[config.mk]
export PLATFORM = sky130hd
export DESIGN_NAME = exu_wb_arb
export DESIGN_NICKNAME = d
export VERILOG_FILES = /design/src/rtl/exu_wb_arb.sv
export SDC_FILE = /design/constraint.sdc
export NUM_CORES = 1
export LEC_CHECK = 0
export ABC_AREA = 1
export CORE_MARGIN = 4
export CORE_UTILIZATION = 40
export CTS_CLUSTER_SIZE = 24
export DETAILED_ROUTE_END_ITERATION = 16
export GPL_TIMING_DRIVEN = 0
export PLACE_DENSITY = 0.65
export SYNTH_ARGS = -nofsm -noshare
export SYNTH_HDL_FRONTEND = slang
export SYNTH_SLANG_ARGS = --single-unit
export TNS_END_PERCENT = 20
[constraint.sdc]
create_clock -name clk -period 4.4 [get_ports clk]
set_input_delay 0.88 -clock clk [delete_from_list [all_inputs] [get_ports clk]]
set_output_delay 0.88 -clock clk [all_outputs]
set_load 0.005 [all_outputs]
[src/rtl/exu_wb_arb.sv]
// Write-back arbiter: funnels ALU/MUL (buffered) and DIV (handshaked) results onto one GPR write port.
// Optional macro WB_BYPASS_EN lets an ALU result skip its empty FIFO and write one cycle earlier.
module exu_wb_arb #(
   parameter int XLEN  = 32,
   parameter int DEPTH = 2
) (
   input  logic            clk,
   input  logic            rst,
   input  logic            alu_valid,
   input  logic [4:0]      alu_rd_addr,
   input  logic [XLEN-1:0] alu_data,
   input  logic [XLEN-1:0] alu_tag,
   input  logic            mul_valid,
   input  logic [4:0]      mul_rd_addr,
   input  logic [XLEN-1:0] mul_data,
   input  logic [XLEN-1:0] mul_tag,
   input  logic            div_valid,
   output logic            div_ready,
   input  logic [4:0]      div_rd_addr,
   input  logic [XLEN-1:0] div_data,
   input  logic [XLEN-1:0] div_tag,
   output logic            wb_wr_en,
   output logic [4:0]      wb_rd_addr,
   output logic [XLEN-1:0] wb_data,
   output logic [XLEN-1:0] wb_tag,
   output logic            exu_stall,
   output logic            ovf_err
);
   localparam int AW = (DEPTH > 1) ? $clog2(DEPTH) : 1;
   localparam int CW = $clog2(DEPTH + 1);
   localparam int EW = 5 + 2 * XLEN;
   localparam logic [CW-1:0] CNT_FULL = CW'(DEPTH);
   localparam logic [CW-1:0] CNT_HI   = CW'(DEPTH - 1);

   // Source index 0 is ALU, 1 is MUL; entries are {rd, data, tag}.
   logic [1:0]    src_valid, src_keep, src_skip;
   logic [EW-1:0] src_entry [2];
   logic [1:0]    enq, deq, full, nempty, drop;
   logic [EW-1:0] head [2];
   logic [CW-1:0] cnt [2];
   logic          byp, grant;
   logic [EW-1:0] grant_entry;

   logic            rr_q, rr_d;
   logic            ovf_q, ovf_d;
   logic            wb_wr_en_q, wb_wr_en_d;
   logic [4:0]      wb_rd_addr_q, wb_rd_addr_d;
   logic [XLEN-1:0] wb_data_q, wb_data_d;
   logic [XLEN-1:0] wb_tag_q, wb_tag_d;

   assign src_valid    = {mul_valid, alu_valid};
   assign src_keep     = {mul_rd_addr != 5'd0, alu_rd_addr != 5'd0};
   assign src_skip     = {1'b0, byp};
   assign src_entry[0] = {alu_rd_addr, alu_data, alu_tag};
   assign src_entry[1] = {mul_rd_addr, mul_data, mul_tag};

   genvar gi;
   generate
      for (gi = 0; gi < 2; gi++) begin : g_fifo
         logic [EW-1:0] mem_q [DEPTH];
         logic [AW-1:0] wptr_q, wptr_d, rptr_q, rptr_d;
         logic [CW-1:0] cnt_q, cnt_d;

         assign full[gi]   = (cnt_q == CNT_FULL);
         assign nempty[gi] = (cnt_q != '0);
         assign head[gi]   = mem_q[rptr_q];
         assign cnt[gi]    = cnt_q;
         assign drop[gi]   = src_valid[gi] & src_keep[gi] & full[gi];
         assign enq[gi]    = src_valid[gi] & src_keep[gi] & ~full[gi] & ~src_skip[gi];

         // DEPTH is a power of two, so natural pointer overflow is the modulo wrap.
         always_comb begin
            wptr_d = wptr_q;
            rptr_d = rptr_q;
            cnt_d  = cnt_q;
            if (enq[gi]) wptr_d = wptr_q + AW'(1);
            if (deq[gi]) rptr_d = rptr_q + AW'(1);
            case ({enq[gi], deq[gi]})
               2'b10:   cnt_d = cnt_q + CW'(1);
               2'b01:   cnt_d = cnt_q - CW'(1);
               default: cnt_d = cnt_q;
            endcase
         end

         always_ff @(posedge clk) begin
            if (rst) begin
               wptr_q <= '0;
               rptr_q <= '0;
               cnt_q  <= '0;
            end else begin
               wptr_q <= wptr_d;
               rptr_q <= rptr_d;
               cnt_q  <= cnt_d;
            end
         end

         always_ff @(posedge clk) begin
            if (enq[gi]) mem_q[wptr_q] <= src_entry[gi];
         end
      end
   endgenerate

   always_comb begin
      deq         = 2'b00;
      byp         = 1'b0;
      grant       = 1'b0;
      grant_entry = '0;
      rr_d        = rr_q;
      div_ready   = div_valid & ~rst;
      if (div_valid && div_rd_addr != 5'd0) begin
         grant       = 1'b1;
         grant_entry = {div_rd_addr, div_data, div_tag};
      end
`ifdef WB_BYPASS_EN
      else if (alu_valid && src_keep[0] && !nempty[0] && !div_valid && (!nempty[1] || !rr_q)) begin
         byp         = 1'b1;
         grant       = 1'b1;
         grant_entry = src_entry[0];
         rr_d        = 1'b1;
      end
`endif
      else if (nempty[0] && (!nempty[1] || !rr_q)) begin
         deq[0]      = 1'b1;
         grant       = 1'b1;
         grant_entry = head[0];
         rr_d        = 1'b1;
      end else if (nempty[1]) begin
         deq[1]      = 1'b1;
         grant       = 1'b1;
         grant_entry = head[1];
         rr_d        = 1'b0;
      end

      ovf_d        = ovf_q | (|drop);
      wb_wr_en_d   = grant;
      wb_rd_addr_d = grant ? grant_entry[EW-1 -: 5] : wb_rd_addr_q;
      wb_data_d    = grant ? grant_entry[2*XLEN-1 -: XLEN] : wb_data_q;
      wb_tag_d     = grant ? grant_entry[XLEN-1:0] : wb_tag_q;
   end

   always_ff @(posedge clk) begin
      if (rst) begin
         rr_q         <= 1'b0;
         ovf_q        <= 1'b0;
         wb_wr_en_q   <= 1'b0;
         wb_rd_addr_q <= '0;
         wb_data_q    <= '0;
         wb_tag_q     <= '0;
      end else begin
         rr_q         <= rr_d;
         ovf_q        <= ovf_d;
         wb_wr_en_q   <= wb_wr_en_d;
         wb_rd_addr_q <= wb_rd_addr_d;
         wb_data_q    <= wb_data_d;
         wb_tag_q     <= wb_tag_d;
      end
   end

   // One slot stays free for a result issued in the cycle before the stall is seen.
   assign exu_stall  = (cnt[0] >= CNT_HI) | (cnt[1] >= CNT_HI) | div_valid;
   assign wb_wr_en   = wb_wr_en_q;
   assign wb_rd_addr = wb_rd_addr_q;
   assign wb_data    = wb_data_q;
   assign wb_tag     = wb_tag_q;
   assign ovf_err    = ovf_q;
endmodule

==> impl_metrics.csv <==
group,metric,value,unit
clock_network,post_cts_buffers,0,
final_layout,drive_above_1_share,0.07095,
drt,route.detailed.drc,0,
floorplanning,die_x,202.9,um
power_and_ir_drop,leakage,8.537,nW
placement,portBuffers,283,
job,maxCapViolations,0,
clock_network,htreeDepth,2,
setup_path,worstReg2RegEnd,"g_fifo[0].cnt_q[0]",
timing,slew_headroom,0.4502,
final_layout,multiInputGateArea,3945,sq um
drt,wire_per_inst,18.75,um
final_layout,finish.instance_area,20270,sq um
worst_hold_path,hp-class,"flip-flop to flip-flop",
final_layout,seq_area,9930,sq um
global_routing,grt_pass1_vias,11860,
setup_path,critPathKind,"input port to output pin",
synth,ys_seq_area_frac,0.6536,
setup_path,cpMaxStageDelayCell,"clkdlybuf4s50_1",
floorplanning,rows,71,
setup_path,cp.required,3520,ps
run_status,status,"finished clean",
setup_path,rrSetupSlack,2160,ps
setup_path,cp_num_buf_inv,4,
global_routing,grt_antenna_before_repair,6,
clock_network,cts-root-buf,"clkbuf_16",
synth,synth_top_area_cell,"edfxtp_1",
synth,ys_async_sr_fraction,0,
synth,synth.most_common_cell,"nand2_1",
drt,vias_per_cell,4.887,
setup_path,cp-end-kind,"output pin",
synth,ys_types,25,
drt,drt_iter0_markers,890,
clock_network,insertion_delay,540,ps
final_layout,syn_to_final_growth,33.45,%
clock_network,ctsHoldBuffers,0,
drt,drtPass1Iterations,5,
setup_path,reg2reg_from,"g_fifo[0].cnt_q[0]",
synth,synthesis.nets,1783,
setup_path,worstPathArrival,2560,ps
clock_network,cts_resized,0,
final_layout,fin_nets,2121,
floorplanning,dieArea,41160,sq um
worst_hold_path,holdPathEnd,"g_fifo[1].rptr_q",
synth,synth_ff_type,"edfxtp_1",
synth,synth_edf_count,276,
timing,grt_setup_unrepaired,"false",
power_and_ir_drop,powerDensity,560.1,nW/um^2
timing,fmaxAchievable,0.2911,GHz
synth,netlist_area,15190,sq um
floorplanning,start_util,0.4043,
floorplanning,die_height,202.9,um
synth,synthTopCellsByArea,"edfxtp_1 (55%), nand2_1 (12%), dfxtp_1 (11%), nand3_1 (6.9%), inv_1 (5.5%)",
drt,postRouteAntennaNets,0,
timing,min_period,3435,ps
global_routing,globalRouteOverflowTotal,0,
synth,synth-seq-cells,358,
setup_path,critPathTopFamily,"buffers and inverters",
global_routing,grt_first_pass_wirelength,68640,um
synth,yosysWarningCount,0,
placement,dp_hpwl,32670,um
setup_path,reg2reg_depth,9,
timing,slew_viol_final,0,
clock_network,cts_buffers,41,
final_layout,num-fill-cells,3335,
clock_network,clock_sinks,358,
floorplanning,pin_count,285,
drt,vias,11960,
clock_network,cts_tree,"built",
timing,finalHoldViolCount,0,
clock_network,clk_path_buf_depth,3,
timing,clock_skew,19.55,ps
timing,setup_viol,0,
setup_path,cp_cell_sequence,"buf_2 > clkbuf_1 > inv_1 > nor2_1 > clkdlybuf4s50_1",
setup_path,cp-start-kind,"input port",
synth,avgSynthCellArea,9.714,sq um
synth,synth_cells,1564,
timing,period_share,0.7807,
floorplanning,coreArea,37580,sq um
timing,worstMarginPinSlew,824.7,ps
synth,synth_commonest_cells,"nand2_1 (496), edfxtp_1 (276), inv_1 (221), nand3_1 (209), o21ai_0 (122)",
setup_path,max_stage_delay,580,ps
placement,gp_congestion,0.8930,
placement,placed_area,18990,sq um
global_routing,grt_max_degree,26,
worst_hold_path,hp-start,"g_fifo[1].rptr_q",
worst_hold_path,holdPathStages,2,
power_and_ir_drop,ir_drop,0.3390,mV
clock_network,path_clk_slew,60,ps
synth,synth.top_cell.area_share,0.5455,
setup_path,crit_fanout,10,
drt,routed_wl,45890,um
final_layout,post-route-util,0.5395,
global_routing,track_usage,0.2172,
-- layout by cell type, fill, tap and decap left out, types with 2 or more instances in the layout --
cell type	count
buf_6	10
inv_2	3
buf_12	5
clkbuf_1	41
inv_1	221
clkinv_1	8
diode_2	5
xor2_1	2
o21ai_0	122
buf_16	7
clkbuf_2	2
dfxtp_1	82
nand3_1	209
nand2_1	496
nor2_1	15
nand3b_1	3
nor2_4	5
a21oi_1	5
buf_4	13
ha_1	7
clkinv_2	6
bufinv_16	4
nor3_1	2
clkbuf_16	41
edfxtp_1	276
clkdlybuf4s50_1	283
o21ai_1	21
buf_2	34
-- worst reg2reg max path, delay by kind of cell (launching register included) --
family	cells	cell delay, ps
buffers and inverters	3	430
flip-flops	1	310
adder cells (fa/ha/maj)	2	590
AO/OA/AOI/OAI	3	610
AND/OR/NAND/NOR	1	200
-- stage by stage --
| step | power (mW) | setup slack [ps] | std cells | TNS [ps] | hold WS [ps] |
|---|---|---|---|---|---|
| 6_report | 11.35 | 964.9 | 2447 | 0 | 500.9 |
| 5_1_grt | 12.03 | 921.3 | 2445 | 0 | 524.6 |
| 4_1_cts | 11.46 | 985.9 | 2442 | 0 | 500.8 |
| 3_5_place_dp | 8.170 | 1013 | 2370 | 0 | 487.2 |
| 3_3_place_gp | 8.041 | -3234 | 2358 | -735770 | 473.9 |
| 2_1_floorplan | 6.540 | -139.9 | 1564 | -26090 | 466.9 |
-- metal layers --
layer | part of all wire | wire, um | GRT usage
met1 | 0.43 | 19530 | 0.2887
met2 | 0.48 | 22020 | 0.3656
met3 | 0.072 | 3322 | 0.04328
met4 | 0.022 | 996 | 0.05917
met5 | 0.00048 | 22 | 0
-- cell families after synthesis --
family	count (synthesis)	synth area share
AND/OR/NAND/NOR	733	0.2005
adder cells (fa/ha/maj)	7	0.005765
buffers and inverters	314	0.08870
flip-flops	358	0.6536
XOR/XNOR	2	0.001153
AO/OA/AOI/OAI	150	0.05032
-- report_power, final --
part / switching [mW] / leakage (nW) / total [mW] / internal [mW]
logic: 2.28 / 4.67 / 3.63 / 1.35
clock network: 1.31 / 0.621 / 3.26 / 1.96
registers: 0.198 / 3.25 / 4.46 / 4.26
-- worst max-delay path by stage --
stage                   start                endpoint  slack (ps)  depth (start not counted)
2_1_floorplan  mul_rd_addr[3]   g_fifo[1].mem_q[1][0]        -140                          4
4_1_cts             div_valid               div_ready         990                          5
3_5_place_dp        div_valid               div_ready        1010                          5
5_1_grt             div_valid               div_ready         920                          5
6_report            div_valid               div_ready         960                          5
3_3_place_gp   alu_rd_addr[1]  g_fifo[0].mem_q[0][13]       -3230                          5
-- flip-flops by register name, indices dropped and copies added, names as in the netlist, named ones only --
| register | count |
|---|---|
| g_fifo.wptr_q | 2 |
| wb_wr_en | 1 |
| ovf_err | 1 |
| wb_rd_addr | 5 |
| wb_data | 32 |
| wb_tag | 32 |
| g_fifo.cnt_q | 4 |
| g_fifo.rptr_q | 2 |
| g_fifo.mem_q | 276 |
| rr_q | 1 |
-- final cells by class --
class | count | share of cell area
inverter | 224 | 0.04147
buffer | 90 | 0.02500
multi-input combinational | 892 | 0.1946
clock buffer | 52 | 0.05314
antenna | 5 | 0.0006172
tap | 511 | 0.03154
timing repair buffer | 295 | 0.1542
sequential | 358 | 0.4898
clock inverter | 20 | 0.009690
Power figures use the tool's default switching activity.
==> variant (config.mk and constraints unchanged) <==
Reset style: asynchronous (`rst`), changed in 2 clocked blocks.
--- a/src/rtl/exu_wb_arb.sv
+++ b/src/rtl/exu_wb_arb.sv
@@ -83,5 +83,5 @@
          end
 
-         always_ff @(posedge clk) begin
+         always_ff @(posedge clk or posedge rst) begin
             if (rst) begin
                wptr_q <= '0;
@@ -139,5 +139,5 @@
    end
 
-   always_ff @(posedge clk) begin
+   always_ff @(posedge clk or posedge rst) begin
       if (rst) begin
          rr_q         <= 1'b0;
Behaviour: differs if rst is asserted again (counterexample within 4 cycles, from zero or initial values and one cycle with rst high); with rst held inactive, the same outputs for 4 cycles.
==> variant against the original RTL <==
Synthesized area down 3.1%. Combinational power up 24%. Final area down 3.2%. Sequential cell count down 2. Total power up 12%. Setup slack better by 79 ps. Routed wire length down 6.8%. Clock skew down 5.8 ps. Critical path type unchanged.
==> variant: results (changes against the original RTL) <==
[global_routing]
antenna_found_initial = 7  ; +1
use_met3 = 0.0552  ; +0.0119
grt_pass1_vias = 11321  ; -4.5%
grt.met2_usage = 0.350  ; -0.0158
grt_pass1_wl_mm = 63.7  ; -7.2%
track_usage = 0.209  ; -0.00767
use_met1 = 0.273  ; -0.0158
grt_max_degree = 47  ; +81%

[logic_synthesis]
synthTopCellsByCount = 711 x nand2_1, 276 x edfxtp_1, 212 x nand3_1
synthTopCellsByArea = edfxtp_1 56%, nand2_1 18%, dfrtp_1 14%, nand3_1 7.2%, buf_2 1.6%
synthAdderAreaFrac = 0.00595  ; +0.000184
synth.mux.area_fraction = 0  ; unchanged
synth_fp_nets = 1628  ; -8.7%
synth-xor-area-share = 0.00238  ; +0.00123
ys_types = 22  ; -12%
async_reset_ff_frac = 0.225  ; +0.225
synth_compound_area_frac = 0.00178  ; -0.0485
ys_seq_area_frac = 0.699  ; +0.0453

[worst_setup_path]
crit_slowest_cell = buf_1
rr_endpoint = g_fifo[0].cnt_q[0]$_DFFE_PP0P_
r2r_cells = 9  ; unchanged
r2r-start = g_fifo[1].cnt_q[0]$_DFFE_PP0P_
ff2ff_setup_slack_ps = 1980  ; -180 ps
path_delay_family = buffers and inverters
worstPathArrival_ps = 2480  ; -80 ps

[sta]
worst_clock_skew_ps = 13.8  ; -5.80 ps
worstMarginPinSlew_ps = 777  ; -47.9 ps
hold_ws_ps = 474  ; -26.8 ps

[clocking]
cts_buffers = 39  ; -4.9%
cts_max_level = 2  ; unchanged
postCtsResizedCells = 0  ; unchanged
post-cts-setup-buffers = 0  ; unchanged
cts_hold_buf = 0  ; unchanged
clockBufferDepth = 3  ; unchanged

[min_path]
holdPathEnd = g_fifo[1].cnt_q[0]$_DFFE_PP0P_
min_from = g_fifo[1].cnt_q[0]$_DFFE_PP0P_
holdPathStages = 1  ; -1

[place]
dp_hpwl_mm = 30.1  ; -7.9%
gp_congestion = 0.806  ; -9.8%
place_area_mm2 = 0.0183  ; -3.5%

[finish]
nets = 1959  ; -7.6%
drive_gt1_frac = 0.0746  ; +0.00363
largest_register_ffs = 276  ; unchanged

[power]
ir_worst_vdd_v = 0.000303  ; -11%
p_leak_nw = 8.20  ; -3.9%

[detailed_routing]
viasPerCell = 4.93  ; +0.78%
drt_wl_total_mm = 42.7  ; -6.8%
drt-initial-drc-count = 716  ; -20%

[outcome]
status = complete, no violations

[variant: cell types whose count changed in the layout (fill, tap and decap cells not counted), sizes merged, moves of 14 or more]
cell / change
dfxtp: -82
nand2: +215
o21ai: -141
inv: -206
dfrtp: +80
nor2: -14
[variant: worst max-delay path by stage]
stage | end | slack, ps | cells after the start
final | div_ready | 1040 | 5
after global routing | div_ready | 950 | 5
after CTS | div_ready | 1040 | 5
after detailed placement | div_ready | 1040 | 5
after global placement | g_fifo[1].mem_q[1][38]$_DFFE_PP_ | -3200 | 5
after floorplan | g_fifo[1].mem_q[1][0]$_DFFE_PP_ | -100 | 4
[variant: logic make-up (layout without fill, tap and decap cells)]
| logic type | after synthesis | in the layout |
|---|---|---|
| simple gates | 937 | 937 |
| flops | 356 | 356 |
| buf+inv | 101 | 462 |
| fa+ha+maj | 7 | 7 |
| compound gates | 4 | 4 |
| xor+xnor | 4 | 4 |
| other cells | 0 | 4 |
[variant: metrics by stage]
step / setup WS, ps / setup TNS (ps) / util / cells
3_3_place_gp: -3200 / -358500 / 0.498 / 2160
3_5_place_dp: 1040 / 0 / 0.503 / 2167
4_1_cts: 1040 / 0 / 0.538 / 2238
5_1_grt: 948 / 0 / 0.538 / 2238
2_1_floorplan: -96.5 / -6660 / - / 1409
6_report: 1040 / 0 / 0.539 / 2242
[variant: final cells by class]
type,instances,area [um2]
clock inverters,11,109
multi-input cells,952,3970
clock buffers,60,1190
inverters,19,78.8
diodes,4,10.0
flip-flops and latches,356,10300
plain buffers,82,405
well taps,468,586
fillers,3237,16800
repair buffers,290,2990
[variant: layer usage]
layer / vias up / share of wire / routed length (um)
met5: - / 0.0014 / 58
met4: 8 / 0.025 / 1070
met3: 73 / 0.076 / 3270
met2: 355 / 0.47 / 20300
met1: 5247 / 0.42 / 18100
li1: 5359 / - / -
[variant: power by group]
| group | internal [mW] | switching, mW | leakage, nW |
|---|---|---|---|
| sequential | 4.64 | 0.319 | 3.53 |
| clock | 1.97 | 1.28 | 0.627 |
| combinational | 1.71 | 2.79 | 4.04 |
| total | 8.32 | 4.39 | 8.20 |
